**src/rtl/wb_pkg.sv**
```systemverilog
// Shared types and constants for the write-back unit.
package wb_pkg;

   localparam int unsigned WB_DATA_W        = 32;
   localparam int unsigned LINK_REG_DEFAULT = 31;
   localparam logic [4:0]  REG_ZERO         = 5'd0;

   // Load access size; encoding 3 is reserved and behaves as a word.
   typedef enum logic [1:0] {
      LD_BYTE = 2'd0,
      LD_HALF = 2'd1,
      LD_WORD = 2'd2
   } ld_size_t;

   // One queued write-back result.
   typedef struct packed {
      logic                 we;
      logic [4:0]           rd;
      logic [WB_DATA_W-1:0] data;
      logic                 mis;
   } wb_entry_t;

endpackage

```
**src/rtl/load_formatter.sv**
```systemverilog
// Load data formatter: lane selection, sign/zero extension and misalignment detection.
module load_formatter
   import wb_pkg::*;
#(
   parameter int unsigned DATA_W = WB_DATA_W
)(
   input  logic [DATA_W-1:0] in_mem,
   input  logic [1:0]        ld_size,
   input  logic              ld_unsigned,
   input  logic [1:0]        addr_lo,
   output logic [DATA_W-1:0] data,
   output logic              mis
);

   logic [7:0]  byte_lane;
   logic [15:0] half_lane;

   // Select the addressed lane, extend it, and flag misaligned half/word accesses.
   always_comb begin
      byte_lane = in_mem[{addr_lo, 3'b000} +: 8];
      half_lane = in_mem[{addr_lo[1], 4'b0000} +: 16];
      data      = in_mem;
      mis       = 1'b0;
      case (ld_size)
         LD_BYTE: data = {{(DATA_W-8){~ld_unsigned & byte_lane[7]}}, byte_lane};
         LD_HALF: begin
            data = {{(DATA_W-16){~ld_unsigned & half_lane[15]}}, half_lane};
            mis  = addr_lo[0];
         end
         default: mis = (addr_lo != 2'b00);
      endcase
   end

endmodule

```
**src/rtl/write_back_unit.sv**
```systemverilog
// Write-back unit: formats MEM-stage results, queues them and drives the register-bank write port.
// Optional macro WB_FORWARD_EN adds fwd_valid/fwd_rd/fwd_data (youngest queued writing entry).
// The queue entry type comes from wb_pkg, so DATA_W must stay equal to WB_DATA_W.
module write_back_unit
   import wb_pkg::*;
#(
   parameter int unsigned DATA_W    = WB_DATA_W,
   parameter int unsigned DEPTH     = 2,
   parameter int unsigned PC_OFFSET = 4,
   parameter int unsigned LINK_REG  = LINK_REG_DEFAULT
)(
   input  logic              clk,
   input  logic              reset,
   input  logic              in_valid,
   output logic              in_ready,
   input  logic              in_reg_write,
   input  logic              in_mem_to_reg,
   input  logic              in_jal,
   input  logic [4:0]        in_rd,
   input  logic [DATA_W-1:0] in_pc,
   input  logic [DATA_W-1:0] in_alu,
   input  logic [DATA_W-1:0] in_mem,
   input  logic [1:0]        in_ld_size,
   input  logic              in_ld_unsigned,
   input  logic [1:0]        in_addr_lo,
   input  logic              rf_ready,
   output logic              rf_we,
   output logic [4:0]        rf_rd,
   output logic [DATA_W-1:0] rf_data,
   output logic              err_misalign,
   output logic [31:0]       retired_cnt
`ifdef WB_FORWARD_EN
   ,
   output logic              fwd_valid,
   output logic [4:0]        fwd_rd,
   output logic [DATA_W-1:0] fwd_data
`endif
);

   localparam int unsigned PTR_W = $clog2(DEPTH);
   localparam int unsigned CNT_W = PTR_W + 1;

   wb_entry_t         queue [DEPTH];
   logic [PTR_W-1:0]  wr_ptr;
   logic [PTR_W-1:0]  rd_ptr;
   logic [CNT_W-1:0]  count;
   logic              push;
   logic              pop;
   logic [DATA_W-1:0] fmt_data;
   logic              fmt_mis;
   wb_entry_t         new_entry;
   wb_entry_t         head;

   load_formatter #(.DATA_W(DATA_W)) u_load_formatter (
      .in_mem      (in_mem),
      .ld_size     (in_ld_size),
      .ld_unsigned (in_ld_unsigned),
      .addr_lo     (in_addr_lo),
      .data        (fmt_data),
      .mis         (fmt_mis)
   );

   assign in_ready = (count != CNT_W'(DEPTH));
   assign push     = in_valid & in_ready;
   assign pop      = (count != '0) & rf_ready;
   assign head     = queue[rd_ptr];

   // Build the entry to enqueue; jal overrides, then $zero suppresses the write.
   always_comb begin
      new_entry = '0;
      if (in_jal) begin
         new_entry.we   = 1'b1;
         new_entry.rd   = 5'(LINK_REG);
         new_entry.data = in_pc + DATA_W'(PC_OFFSET);
      end else begin
         new_entry.rd = in_rd;
         if (in_mem_to_reg) begin
            new_entry.data = fmt_data;
            new_entry.mis  = fmt_mis;
         end else begin
            new_entry.data = in_alu;
         end
         new_entry.we = in_reg_write & ~new_entry.mis;
      end
      if (new_entry.rd == REG_ZERO) new_entry.we = 1'b0;
   end

   // Present the queue head to the bank; all zero while empty.
   always_comb begin
      rf_we   = 1'b0;
      rf_rd   = '0;
      rf_data = '0;
      if (count != '0) begin
         rf_we   = head.we & rf_ready;
         rf_rd   = head.rd;
         rf_data = head.data;
      end
   end

   // Queue storage; contents are only meaningful below count, so no reset.
   always_ff @(posedge clk) begin
      if (push) queue[wr_ptr] <= new_entry;
   end

   // Pointers, occupancy, retire counter and misalignment pulse.
   always_ff @(posedge clk or posedge reset) begin
      if (reset) begin
         wr_ptr       <= '0;
         rd_ptr       <= '0;
         count        <= '0;
         retired_cnt  <= '0;
         err_misalign <= 1'b0;
      end else begin
         if (push) wr_ptr <= wr_ptr + 1'b1;
         if (pop) begin
            rd_ptr      <= rd_ptr + 1'b1;
            retired_cnt <= retired_cnt + 32'd1;
         end
         count        <= count + CNT_W'(push) - CNT_W'(pop);
         err_misalign <= pop & head.mis;
      end
   end

`ifdef WB_FORWARD_EN
   // Scan oldest to youngest so the youngest writing entry wins.
   always_comb begin
      logic [PTR_W-1:0] idx;
      fwd_valid = 1'b0;
      fwd_rd    = '0;
      fwd_data  = '0;
      idx       = '0;
      for (int unsigned i = 0; i < DEPTH; i++) begin
         idx = rd_ptr + PTR_W'(i);
         if ((CNT_W'(i) < count) && queue[idx].we) begin
            fwd_valid = 1'b1;
            fwd_rd    = queue[idx].rd;
            fwd_data  = queue[idx].data;
         end
      end
   end
`endif

endmodule

```
**config.mk**
```make
export PLATFORM = sky130hd
export DESIGN_NAME = write_back_unit
export DESIGN_NICKNAME = d
export VERILOG_FILES = /design/src/rtl/wb_pkg.sv /design/src/rtl/load_formatter.sv /design/src/rtl/write_back_unit.sv
export SDC_FILE = /design/constraint.sdc
export NUM_CORES = 1
export LEC_CHECK = 0
export CORE_AREA = 2 2 120 122
export DETAILED_ROUTE_END_ITERATION = 8
export DIE_AREA = 0 0 122 124
export DONT_BUFFER_PORTS = 1
export GPL_ROUTABILITY_DRIVEN = 0
export GPL_TIMING_DRIVEN = 0
export PLACE_DENSITY = 0.69
export SETUP_SLACK_MARGIN = 0.02
export SLEW_MARGIN = 40
export SYNTH_ARGS = -nofsm -noshare
export SYNTH_HDL_FRONTEND = slang
export SYNTH_HIERARCHICAL = 1
export SYNTH_SLANG_ARGS = --single-unit
```
**constraint.sdc**
```tcl
create_clock -name clk -period 3.78 [get_ports clk]
set_input_delay 0.756 -clock clk [delete_from_list [all_inputs] [get_ports clk]]
set_output_delay 0.756 -clock clk [all_outputs]
set_load 0.1 [all_outputs]
```
Word level (Yosys, flattened, before mapping)
Memory sizes are Yosys's and may differ from the RTL's.
Index checks and enable logic that the tools add are counted.
- bitwise logic cells: 9
- muxes and demuxes: 13
- reductions and logical operators: 4
- shift-type cells: 2
- add/sub/neg operators: 6
- equality and inequality tests: 2
- operators with widths (cell ; count):
    $mux 32 ; 2
    $pmux 32 s2 ; 1
    $mux 38 ; 1
    $add 32x1->32 const B ; 1
    $add 32x3->32 const B ; 1
    $shiftx 32x6->16 ; 1
    $shiftx 32x6->8 ; 1
    $and 1x1->1 ; 7
    $mux 1 ; 7
    $logic_not 5->1 ; 1
    $mux 5 ; 1
    $reduce_bool 2->1 ; 2
    $add 1x1->1 const B ; 2
    $add 2x1->2 ; 1
    $eq 2x1->1 const B ; 1
    $logic_not 2->1 ; 1
    $ne 2x2->1 const B ; 1
    $not 1->1 ; 2
    $pmux 1 s2 ; 1
    $sub 2x1->2 ; 1
- RAM bits: 78
- word-level logic and storage cells: 42
- output and inout bits: 72
- bits of input ports: 113
- register bits: 37
- memories: 1
- memory list (name ; depth ; width ; rd ports ; clocked after Yosys merged registers in ; write ports ; line ; source):
    queue ; 2 ; 39 ; 1 ; 0 ; 1 ; write_back_unit.sv:43 ; wb_entry_t queue [DEPTH];

Depth between registers and ports, before layout
Gate-level depths: netlist of run 1.
- depth in word-level cells: 9
- mapped depth: 10
- depth with buffers taken out: 7

Modules after synthesis
Netlist of run 1, hierarchy kept.
- by module, submodules not included (module ; instances ; cells each ; area an instance (um^2)):
    write_back_unit ; 1 ; 542 ; 5984.5
    load_formatter ; 1 ; 125 ; 759.5

Least setup slack after synthesis of run 1
Ideal clock, no wire load.
- path kind: reg-to-reg
- start: register count[0]
- end: memory queue[0][0] in the netlist's numbering (enable)
- path slack: 0.185 ns
- stages on the path, launching flop included: 4
- setup time: 0.436 ns
- period minus slack after synthesis: 3.595 ns
- arrival: 3.160 ns
- cell sequence: dfrtp_1 nand2b_1 nand2_1 nor2_1
- longest elaborated chain between the ends: 4
- RTL lines (item ; line ; source):
    start: declaration ; write_back_unit.sv:46 ; logic [CNT_W-1:0] count;
    start signal: assignment ; write_back_unit.sv:119 ; count <= count + CNT_W'(push) - CNT_W'(pop);
    $ne 2x2->1 ; write_back_unit.sv:63 ; assign in_ready = (count != CNT_W'(DEPTH));
    net in_ready ; write_back_unit.sv:15 ; output logic in_ready,
    $and 1x1->1 ; write_back_unit.sv:64 ; assign push = in_valid & in_ready;
    $mux 1 ; write_back_unit.sv:102 ; if (push) queue[wr_ptr] <= new_entry;
    $mux 1 (not written as such) ; write_back_unit.sv:102 ;
    end: declaration ; write_back_unit.sv:43 ;
The timed path passes the listed nets, and every way through them passes these cells.

Worst setup path after layout of run 1
- start: register rd_ptr
- end: output rf_we
- longest elaborated chain between the ends: 3
- RTL lines (item ; line ; source):
    start: declaration ; write_back_unit.sv:45 ; logic [PTR_W-1:0] rd_ptr;
    start signal: assignment ; write_back_unit.sv:116 ; rd_ptr <= rd_ptr + 1'b1;
    $mem_v2 2x39 ; -- ;
    $and 1x1->1 ; write_back_unit.sv:94 ; rf_we = head.we & rf_ready;
    $mux 1 ; write_back_unit.sv:93 ; if (count != '0) begin
    end: declaration ; write_back_unit.sv:27 ; output logic rf_we,
Every way passes these cells.

==> summary.txt, run 1 <==
===========================================================================
Share of cells above drive strength 1                                 0.211
CTS resizes                                                               0
Antenna Violating Nets Remaining                                          0
Reported max-cap violation count                                          0
Number of instances in the synthesized netlist                          667
Layout Skew                                                       0.0101 ns
Storage element area                                             3310 sq um
Post-Synthesis Mean Instance Area                                10.1 sq um
Post-synthesis instance area                                     6740 sq um
Placement Setup Slack                                              0.958 ns
Filler-free cell count of the finished design                           882
Count of clock tree sinks                                               115
Number of global-route vias before repair                             5,508
Required time worst endpoint                                        3.02 ns
Actual slew at the worst max-slew pin                              0.888 ns
Total number of vias                                                  5,414
Horizontal die dimension                                             122 um
Area share of the largest cell type after synthesis                   0.347
Worst-path fanout max                                                    10
Pin count of the biggest net entering global routing                     40
Maximum level of the CTS H-tree                                           4
Final-layout fill cell count                                          1,156
Number of buffers created by CTS                                         17
Number of enable flip-flop cells after synthesis                         78
Multi-input gate area in the final layout                        3520 sq um
Nets@finish                                                             805
Power consumption                                                   6.90 mW
CTS hold repair buffers                                                   0
Commonest cells in the synthesized netlist                     edfxtp_1 (78), nor2_1 (64), nand2_1 (54)
Ranking of synthesized cells by area                           edfxtp_1 (35%), dfrtp_1 (14%), mux2i_1 (7.9%)
Final total negative setup slack                                       0 ns
Half-perimeter wire length after placement                          15.1 mm
Post-route worst hold slack                                        0.304 ns
Post-DR wirelength/cell                                             22.3 um
Worst reg2reg path endpoint                                    retired_cnt[28]$_DFFE_PP0P_
Post-synth top area cell                                           edfxtp_1
Most used flip-flop cell after synthesis                           edfxtp_1
Global-route usage over all layers                                    0.263
Reg-to-Reg Start                                               retired_cnt[8]$_DFFE_PP0P_
Iteration count of the initial detailed-routing pass                      5
Number of failing setup endpoints in the final timing report              0
Worst setup margin                                                 0.603 ns
Worst slew margin relative to its limit                               0.408
Leading cell type by number of instances after synthesis           edfxtp_1
Maximum resistive drop on vdd                                      0.341 mV
Number of instances in the placed design                                849
CTS tree                                                              built
Share of the core filled with cells in the final layout               0.580
Outcome                                                        finished, final reports clean
Fraction of the yosys area taken by sequential cells                  0.485
Congestion Overflow GR                                                    0
Power density over the cells                                    867 nW/um^2
Placed instance area                                             7360 sq um
Number of synthesis warnings                                              6
FF+latch count, synth                                                   115
Area growth syn-to-layout                                             18.0%
Critical path data arrival time                                     2.42 ns
Final count of pins violating max slew                                    0
Via density                                                            6.14
Type of the tightest min-delay check                           input pin to asynchronous set/reset pin
Die extent in y                                                      124 um
Netlist cell types                                                       48
Number of cells on the worst reg-to-reg path                              5
Clock Path Buffers                                                        2
Clock insertion delay at the later pin of the skew report           0.41 ns
Core outline area                                              13,700 sq um
Antenna violations before repair                                          3
Routed wire length                                                  19.6 mm
Clock transition at path regs                                       0.05 ns
Wire length of the first global-routing pass                        30.0 mm
F_max                                                               315 MHz
Number of nets in the synthesized netlist                               784
Final Hold Fails                                                          0
Count of input and output buffers                                         0
Remaining design rule violation count                                     0
Area enclosed by the die boundary                              15,100 sq um
Internal reg-to-reg setup slack                                     1.34 ns
Final period util                                                     0.841
Finished Cell Area                                               7960 sq um
P_leak                                                              2.93 nW
CP Launch Type                                                     register
Path type of the worst setup path                              register to primary output
Starting Density                                                      0.492
Share of flip-flops with an asynchronous set or reset                 0.322
Unrepaired setup endpoints after global routing                          no
Worst Setup End Kind                                           primary output
Root Driver                                                       clkbuf_16
Drt initial violations                                                  456
Number of top-level pins                                                185
Number of standard-cell rows in the floorplan                            43
Shortest period the worst path allows                               3.18 ns
Post-CTS setup-driven buffer insertion count                              0
===========================================================================
## layout by cell type, fill, tap and decap left out, types with 21 or more instances in the layout
cell and n:
a211oi_1 24, nor2_4 40, mux2i_1 53, nor2b_1 31, xor2_1 23, clkbuf_1 31, nand2_1 54, edfxtp_1 78
dfrtp_2 31, nor2_1 24, xnor2_1 25, clkbuf_16 21, a21oi_1 25, nand3_1 27
## critical path, cell delays in order (launching register included)
cell and delay, ns:
dfrtp_1 0.33, clkbuf_1 0.24, buf_1 0.61, mux2i_1 0.29, nor2_4 0.54
## how the worst max path moves through the flow
stage | start | end | slack (ns) | cells after the start
after floorplan | count[0]$_DFF_PP0_ | queue[0][0]$_DFFE_PP_ | 0.18 | 3
after global placement | count[0]$_DFF_PP0_ | queue[0][10]$_DFFE_PP_ | -0.77 | 3
after detailed placement | in_ld_size[1] | queue[0][31]$_DFFE_PP_ | 0.96 | 8
after CTS | rd_ptr$_DFFE_PP0P_ | rf_we | 0.58 | 4
after global routing | rd_ptr$_DFFE_PP0P_ | rf_we | 0.49 | 4
final | rd_ptr$_DFFE_PP0P_ | rf_we | 0.60 | 4
## sequential cells by signal, indices dropped and copies added (netlist names)
signal / flops
retired_cnt: 32
rd_ptr: 1
count: 2
wr_ptr: 1
queue: 78
err_misalign: 1
## layout make-up
type | count | share of cell area
clock inverters | 6 | 0.00440
clock buffers | 26 | 0.0697
flip-flops and latches | 115 | 0.416
diodes | 1 | 0.000315
inverters | 15 | 0.00723
plain buffers | 46 | 0.0263
multi-input cells | 491 | 0.443
well taps | 180 | 0.0283
repair buffers | 2 | 0.00535
## cells by family after synthesis
group / count (synthesis) / synth area share
buffers and inverters: 61 / 0.0388
adders and majority gates: 4 / 0.00742
muxes: 58 / 0.0870
DFF: 115 / 0.485
xor gates and xnor gates: 48 / 0.0623
and+or+nand+nor: 265 / 0.204
AOI/OAI and AO/OA: 116 / 0.116
## layer usage
layer  wire, um  vias up  track usage
li1           -     2502            -
met1       7330     2590        0.290
met2       9790      275        0.468
met3       1930       45       0.0893
met4        569        2        0.104
met5         13        -            0
## report_power, final
part	total (mW)	switching, mW	internal (mW)	leakage [nW]
Combinational	3.32	2.76	0.561	1.48
Clock	1.55	0.540	1.01	0.295
Sequential	2.04	0.385	1.65	1.15
Total	6.90	3.68	3.22	2.93
Note: power is estimated with default switching activity, not from simulation.
==> run 2: changes to the inputs <==
==> constraint.sdc (replaced) <==
create_clock -name clk -period 3.1 [get_ports clk]
set_input_delay 0.62 -clock clk [delete_from_list [all_inputs] [get_ports clk]]
set_output_delay 0.62 -clock clk [all_outputs]
set_load 0.1 [all_outputs]
==> run 2 against run 1 <==
  * Total power grew 21%
  * Non-clock buffer count unchanged
  * Sequential share of layout area is 0.15 points higher
  * Sequential power is 22% higher
  * Wire length down 3.6%
  * Cell count fell by 0.11%
  * Worst setup slack worse by 0.44 ns
  * Register-to-register slack lost 0.62 ns
  * First-iteration DRC count down 18%
  * Global-route usage fell by 1.1 points
  * Utilization shrank 0.18 points
  * Critical endpoint is now rf_data[10]
  * Largest cell class unchanged
  * Highest routed layer is now met4
==> summary.txt, run 2 (synthesis results as in run 1) <==
============================================================================
Root Driver                                                        clkbuf_16   unchanged
Nets@finish                                                              805   unchanged
Maximum resistive drop on vdd                                       0.466 mV   was 0.341 mV
Half-perimeter wire length after placement                           14.6 mm   was 15.1 mm
Iteration count of the initial detailed-routing pass                       5   unchanged
Unrepaired setup endpoints after global routing                          yes   was no
Post-DR wirelength/cell                                              21.5 um   was 22.3 um
Number of instances in the placed design                                 849   unchanged
Global-route usage over all layers                                     0.252   was 0.263
Highest-count cells in the layout ignoring fill and taps        edfxtp_1 (78), nand2_1 (54), mux2i_1 (53)   unchanged
Core outline area                                               13,700 sq um   unchanged
Count of input and output buffers                                          0   unchanged
Final-layout fill cell count                                           1,166   was 1,156
Worst slew margin relative to its limit                                0.410   was 0.408
Largest register by flop count                                         queue   unchanged
Clock Path Buffers                                                         2   unchanged
Number of standard-cell rows in the floorplan                             43   unchanged
Starting Density                                                       0.492   unchanged
Clock transition at path regs                                        0.05 ns   about the same
Internal power contribution                                          3.80 mW   was 3.22 mW
Congestion Overflow GR                                                     0   unchanged
Type of the tightest min-delay check                            input pin to asynchronous set/reset pin   unchanged
Pin count of the biggest net entering global routing                      40   unchanged
Critical path data arrival time                                      2.32 ns   was 2.42 ns
Power density over the cells                                    1050 nW/um^2   was 867 nW/um^2
Maximum level of the CTS H-tree                                            4   unchanged
Shortest period the worst path allows                                2.94 ns
Layout Skew                                                       0.00494 ns   was 0.0101 ns
Worst-path fanout max                                                     10   unchanged
Final period util                                                      0.947
Outcome                                                         finished, final reports clean   unchanged
Registers with the most flip-flops                              queue: 78 flops, retired_cnt: 32 flops, count: 2 flops   unchanged
Wire length of the first global-routing pass                         28.5 mm   was 30.0 mm
Number of global-route vias before repair                              5,274   was 5,508
Share of the core filled with cells in the final layout                0.578   was 0.580
Required time worst endpoint                                         2.48 ns   was 3.02 ns
Antenna cell count                                                         0   was 1
Share of power burned in combinational logic                           0.485   was 0.481
Clock insertion delay at the later pin of the skew report            0.41 ns   about the same
CP Launch Type                                                      register   unchanged
P_leak                                                               2.90 nW   was 2.93 nW
Worst Setup End Kind                                            primary output   unchanged
Antenna violations before repair                                           0   was 3
Post-CTS setup-driven buffer insertion count                               0   unchanged
Antenna Violating Nets Remaining                                           0   unchanged
Area growth syn-to-layout                                              17.6%   was 18.0%
Reg-to-Reg Start                                                retired_cnt[8]$_DFFE_PP0P_   unchanged
Most common library cell in the layout ignoring fill and taps       edfxtp_1   unchanged
Proportion of power drawn by the clock network                         0.218   was 0.224
Drt initial violations                                                   374   was 456
Finished Cell Area                                                7930 sq um   was 7960 sq um
Routed wire length                                                   18.9 mm   was 19.6 mm
Max FFs per register                                                      78   unchanged
Remaining design rule violation count                                      0   unchanged
Number of buffers created by CTS                                          17   unchanged
Launch point of the worst path                                  count[1]$_DFF_PP0_   was rd_ptr$_DFFE_PP0P_
Actual slew at the worst max-slew pin                               0.885 ns   was 0.888 ns
Total number of vias                                                   5,427   was 5,414
Storage element area                                              3310 sq um   about the same
Count of clock tree sinks                                                115   unchanged
Reported max-cap violation count                                           0   unchanged
Horizontal die dimension                                              122 um   unchanged
Final Hold Fails                                                           0   unchanged
Via density                                                             6.16   was 6.14
Final count of pins violating max slew                                     0   unchanged
Area enclosed by the die boundary                               15,100 sq um   unchanged
Path type of the worst setup path                               register to primary output   unchanged
Die extent in y                                                       124 um   unchanged
F_max                                                                341 MHz
Final total negative setup slack                                        0 ns   unchanged
Multi-input gate area in the final layout                         3520 sq um   unchanged
Number of failing setup endpoints in the final timing report               0   unchanged
Placed instance area                                              7360 sq um   unchanged
Switching power share of the total                                     0.544   was 0.533
Switching power                                                      4.54 mW   was 3.68 mW
Filler-free cell count of the finished design                            881   was 882
Number of top-level pins                                                 185   unchanged
CTS tree                                                               built   unchanged
Power share of the sequential group                                    0.297   was 0.295
Share of cells above drive strength 1                                  0.221   was 0.211
Post-route worst hold slack                                         0.154 ns   was 0.304 ns
============================================================================
[run 2: routing by layer]
metal	wire, um	GRT usage
met5	0	0
met4	486	0.109
met3	1810	0.0852
met2	9370	0.430
met1	7260	0.290
[run 2: cell type report]
| class | count | area share |
|---|---|---|
| Clock buffer | 17 | 0.0536 |
| Buffer | 46 | 0.0268 |
| Inverter | 15 | 0.00726 |
| Tap cell | 180 | 0.0284 |
| Clock inverter | 15 | 0.0172 |
| Multi-Input combinational cell | 491 | 0.444 |
| Timing Repair Buffer | 2 | 0.00536 |
| Sequential cell | 115 | 0.417 |
[run 2: worst paths after layout]
| path | to | slack (ns) | depth (start not counted) |
|---|---|---|---|
| setup / recovery | rf_data[10] | 0.16 | 3 |
| hold / removal | retired_cnt[5]$_DFFE_PP0P_ | 0.15 | 1 |
| setup reg to reg | retired_cnt[31]$_DFFE_PP0P_ | 0.72 | 4 |
| hold reg to reg | err_misalign$_DFF_PP0_ | 0.53 | 2 |
| max in group asynchronous | retired_cnt[21]$_DFFE_PP0P_ | 2.53 | 1 |
| min in group clk | queue[0][36]$_DFFE_PP_ | 0.40 | 1 |
[run 2: power by group through the flow]
stage          clock [mW]  sequential (mW)  combinational (mW)
6_report             1.82             2.48                4.04
5_1_grt              1.92             2.51                4.19
3_5_place_dp            0             2.51                4.06
2_1_floorplan           0             2.46                3.22
3_3_place_gp            0             2.48                3.54
4_1_cts              1.84             2.48                4.07
[run 2: worst max-delay path, cell delays in order (launching register included)]
cell and delay [ns]:
dfrtp_1 0.47, nor2_4 0.52, clkbuf_2 0.61, nor2_4 0.28
[run 2: through the flow]
stage | worst slack, ns | power, mW
2_1_floorplan | 0.142 | 5.68
3_3_place_gp | -0.459 | 6.02
6_report | 0.164 | 8.34
5_1_grt | 0.0194 | 8.62
4_1_cts | 0.0862 | 8.39
3_5_place_dp | 0.422 | 6.57
[run 2: repair_timing]
item | in CTS | in global routing
resized for setup | 1 | 2
endpoints found under the setup margin | 8 | 4
hold buffers | 0 | 0
==> run 3: changes to the inputs <==
--- a/config.mk
+++ b/config.mk
@@ -11,6 +11,7 @@
 export DONT_BUFFER_PORTS = 1
 export GPL_ROUTABILITY_DRIVEN = 0
 export GPL_TIMING_DRIVEN = 0
+export MAX_ROUTING_LAYER = met4
 export PLACE_DENSITY = 0.69
 export SETUP_SLACK_MARGIN = 0.02
 export SLEW_MARGIN = 40
==> run 3 against run 2 <==
  * Clock skew rose by 0.0025 ns
  * Utilization barely moved
  * Sequential power barely moved
  * Wire length barely moved
  * Cell count did not move
  * Critical path type unchanged
==> summary.txt, run 3 (synthesis results as in run 1) <==
============================================================================
Outcome                                                         finished, final reports clean   unchanged
Most Frequent Cell on Critical Path                                   nor2_4   unchanged
Total number of vias                                                   5,385   was 5,427
Congestion Overflow GR                                                     0   unchanged
Switching power share of the total                                     0.544   about the same
Buffers & Inverters on Critical Path                                       1   unchanged
Post-route worst hold slack                                         0.152 ns   was 0.154 ns
Worst-path fanout max                                                     10   unchanged
F_max                                                                340 MHz   was 341 MHz
Horizontal die dimension                                              122 um   unchanged
Reported max-cap violation count                                           0   unchanged
Shortest period the worst path allows                                2.94 ns   about the same
Maximum level of the CTS H-tree                                            4   unchanged
Critical path data arrival time                                      2.32 ns   about the same
Maximum resistive drop on vdd                                       0.466 mV   about the same
Final period util                                                      0.948   was 0.947
Placed instance area                                              7360 sq um   unchanged
Critical path's slowest cell                                        clkbuf_2   unchanged
Antenna violations before repair                                           0   unchanged
Switching power                                                      4.54 mW   about the same
Clock transition at path regs                                        0.05 ns   about the same
Wire length of the first global-routing pass                         28.5 mm   unchanged
Number of buffers created by CTS                                          17   unchanged
Via density                                                             6.11   was 6.16
Layout Skew                                                       0.00740 ns   was 0.00494 ns
Internal reg-to-reg setup slack                                      0.73 ns   was 0.72 ns
Kind of cell adding the most delay to the critical path         simple AND/OR/NAND/NOR gates   unchanged
Remaining design rule violation count                                      0   unchanged
Antenna cell count                                                         0   unchanged
Nets@finish                                                              805   unchanged
Actual slew at the worst max-slew pin                               0.885 ns   about the same
Number of failing setup endpoints in the final timing report               0   unchanged
Core outline area                                               13,700 sq um   unchanged
Antenna Violating Nets Remaining                                           0   unchanged
Highest-count cells in the layout ignoring fill and taps        edfxtp_1 (78), nand2_1 (54), mux2i_1 (53)   unchanged
Number of global-route vias before repair                              5,275   was 5,274
CTS tree                                                               built   unchanged
Type of the tightest min-delay check                            input pin to asynchronous set/reset pin   unchanged
P_leak                                                               2.90 nW   about the same
Internal power contribution                                          3.80 mW   about the same
Area growth syn-to-layout                                              17.6%   about the same
Area enclosed by the die boundary                               15,100 sq um   unchanged
Number of top-level pins                                                 185   unchanged
Number of standard-cell rows in the floorplan                             43   unchanged
Iteration count of the initial detailed-routing pass                       5   unchanged
Share of cells above drive strength 1                                  0.223   was 0.221
Half-perimeter wire length after placement                           14.6 mm   unchanged
Registers with the most flip-flops                              queue: 78 flops, retired_cnt: 32 flops, count: 2 flops   unchanged
Power share of the sequential group                                    0.297   about the same
Post-CTS setup-driven buffer insertion count                               0   unchanged
Final Hold Fails                                                           0   unchanged
Drt initial violations                                                   422   was 374
Max FFs per register                                                      78   unchanged
Pin count of the biggest net entering global routing                      40   unchanged
Finished Cell Area                                                7930 sq um   about the same
Root Driver                                                        clkbuf_16   unchanged
Largest register by flop count                                         queue   unchanged
Maximum cell stage delay along the critical path                     0.61 ns   about the same
CTS resizes                                                                1   unchanged
Final count of pins violating max slew                                     0   unchanged
Power density over the cells                                    1050 nW/um^2   about the same
Most common library cell in the layout ignoring fill and taps       edfxtp_1   unchanged
CTS hold repair buffers                                                    0   unchanged
Required time worst endpoint                                         2.48 ns   about the same
Post-DR wirelength/cell                                              21.5 um   about the same
Global-route usage over all layers                                     0.260   was 0.252
Starting Density                                                       0.492   unchanged
Unrepaired setup endpoints after global routing                           no   was yes
Share of power burned in combinational logic                           0.485   about the same
Worst slew margin relative to its limit                                0.410   about the same
Proportion of power drawn by the clock network                         0.218   about the same
CP Launch Type                                                      register   unchanged
Count of clock tree sinks                                                115   unchanged
Worst Setup End Kind                                            primary output   unchanged
Clock Path Buffers                                                         2   unchanged
Clock insertion delay at the later pin of the skew report            0.42 ns   was 0.41 ns
Die extent in y                                                       124 um   unchanged
Path type of the worst setup path                               register to primary output   unchanged
Routed wire length                                                   18.9 mm   about the same
Worst-path cell chain                                           nor2_4 > clkbuf_2 > nor2_4   unchanged
Count of input and output buffers                                          0   unchanged
============================================================================
run 3: cell types whose count changed in the layout (fill, tap and decap cells not counted):
cell and change:
clkbuf_2 +1, buf_1 -1
run 3: area by class of cell:
class,count,area [sq um]
Clock inverter,15,136
Sequential cell,115,3310
Multi-Input combinational cell,491,3520
Tap cell,180,225
Clock buffer,17,425
Fill cell,1166,5790
Inverter,15,57.6
Buffer,46,214
Timing Repair Buffer,2,42.5
run 3: metrics by stage:
stage	TNS, ns	setup WS [ns]	std cells	utilization	total power [mW]
global placement	-30.83	-0.459	847	0.508	6.02
floorplan	0	0.142	667	-	5.68
CTS	0	0.0862	881	0.578	8.39
finish	0	0.161	881	0.578	8.34
global route	0	0.0627	881	0.578	8.62
detailed placement	0	0.422	849	0.537	6.57
run 3: power by group through the flow:
| stage | registers [mW] | logic [mW] | clock network [mW] |
|---|---|---|---|
| floorplan | 2.46 | 3.22 | 0 |
| global placement | 2.48 | 3.54 | 0 |
| detailed placement | 2.51 | 4.06 | 0 |
| CTS | 2.48 | 4.07 | 1.84 |
| global route | 2.51 | 4.19 | 1.92 |
| finish | 2.48 | 4.04 | 1.82 |
run 3: metal layers:
layer	track usage	wire length, um	vias up
li1	-	-	2511
met3	0.0838	1770	33
met5	-	0	-
met2	0.432	9420	270
met4	0.106	477	0
met1	0.292	7270	2571
run 3: worst paths after layout:
path | cells past startpoint | startpoint | endpoint
hold reg to reg | 2 | queue[1][0]$_DFFE_PP_ | err_misalign$_DFF_PP0_
min in group clk | 1 | in_rd[3] | queue[0][36]$_DFFE_PP_
max in group asynchronous | 1 | reset | retired_cnt[21]$_DFFE_PP0P_
setup reg to reg | 4 | retired_cnt[8]$_DFFE_PP0P_ | retired_cnt[31]$_DFFE_PP0P_
hold / removal | 1 | reset | retired_cnt[5]$_DFFE_PP0P_
setup / recovery | 3 | count[1]$_DFF_PP0_ | rf_data[10]
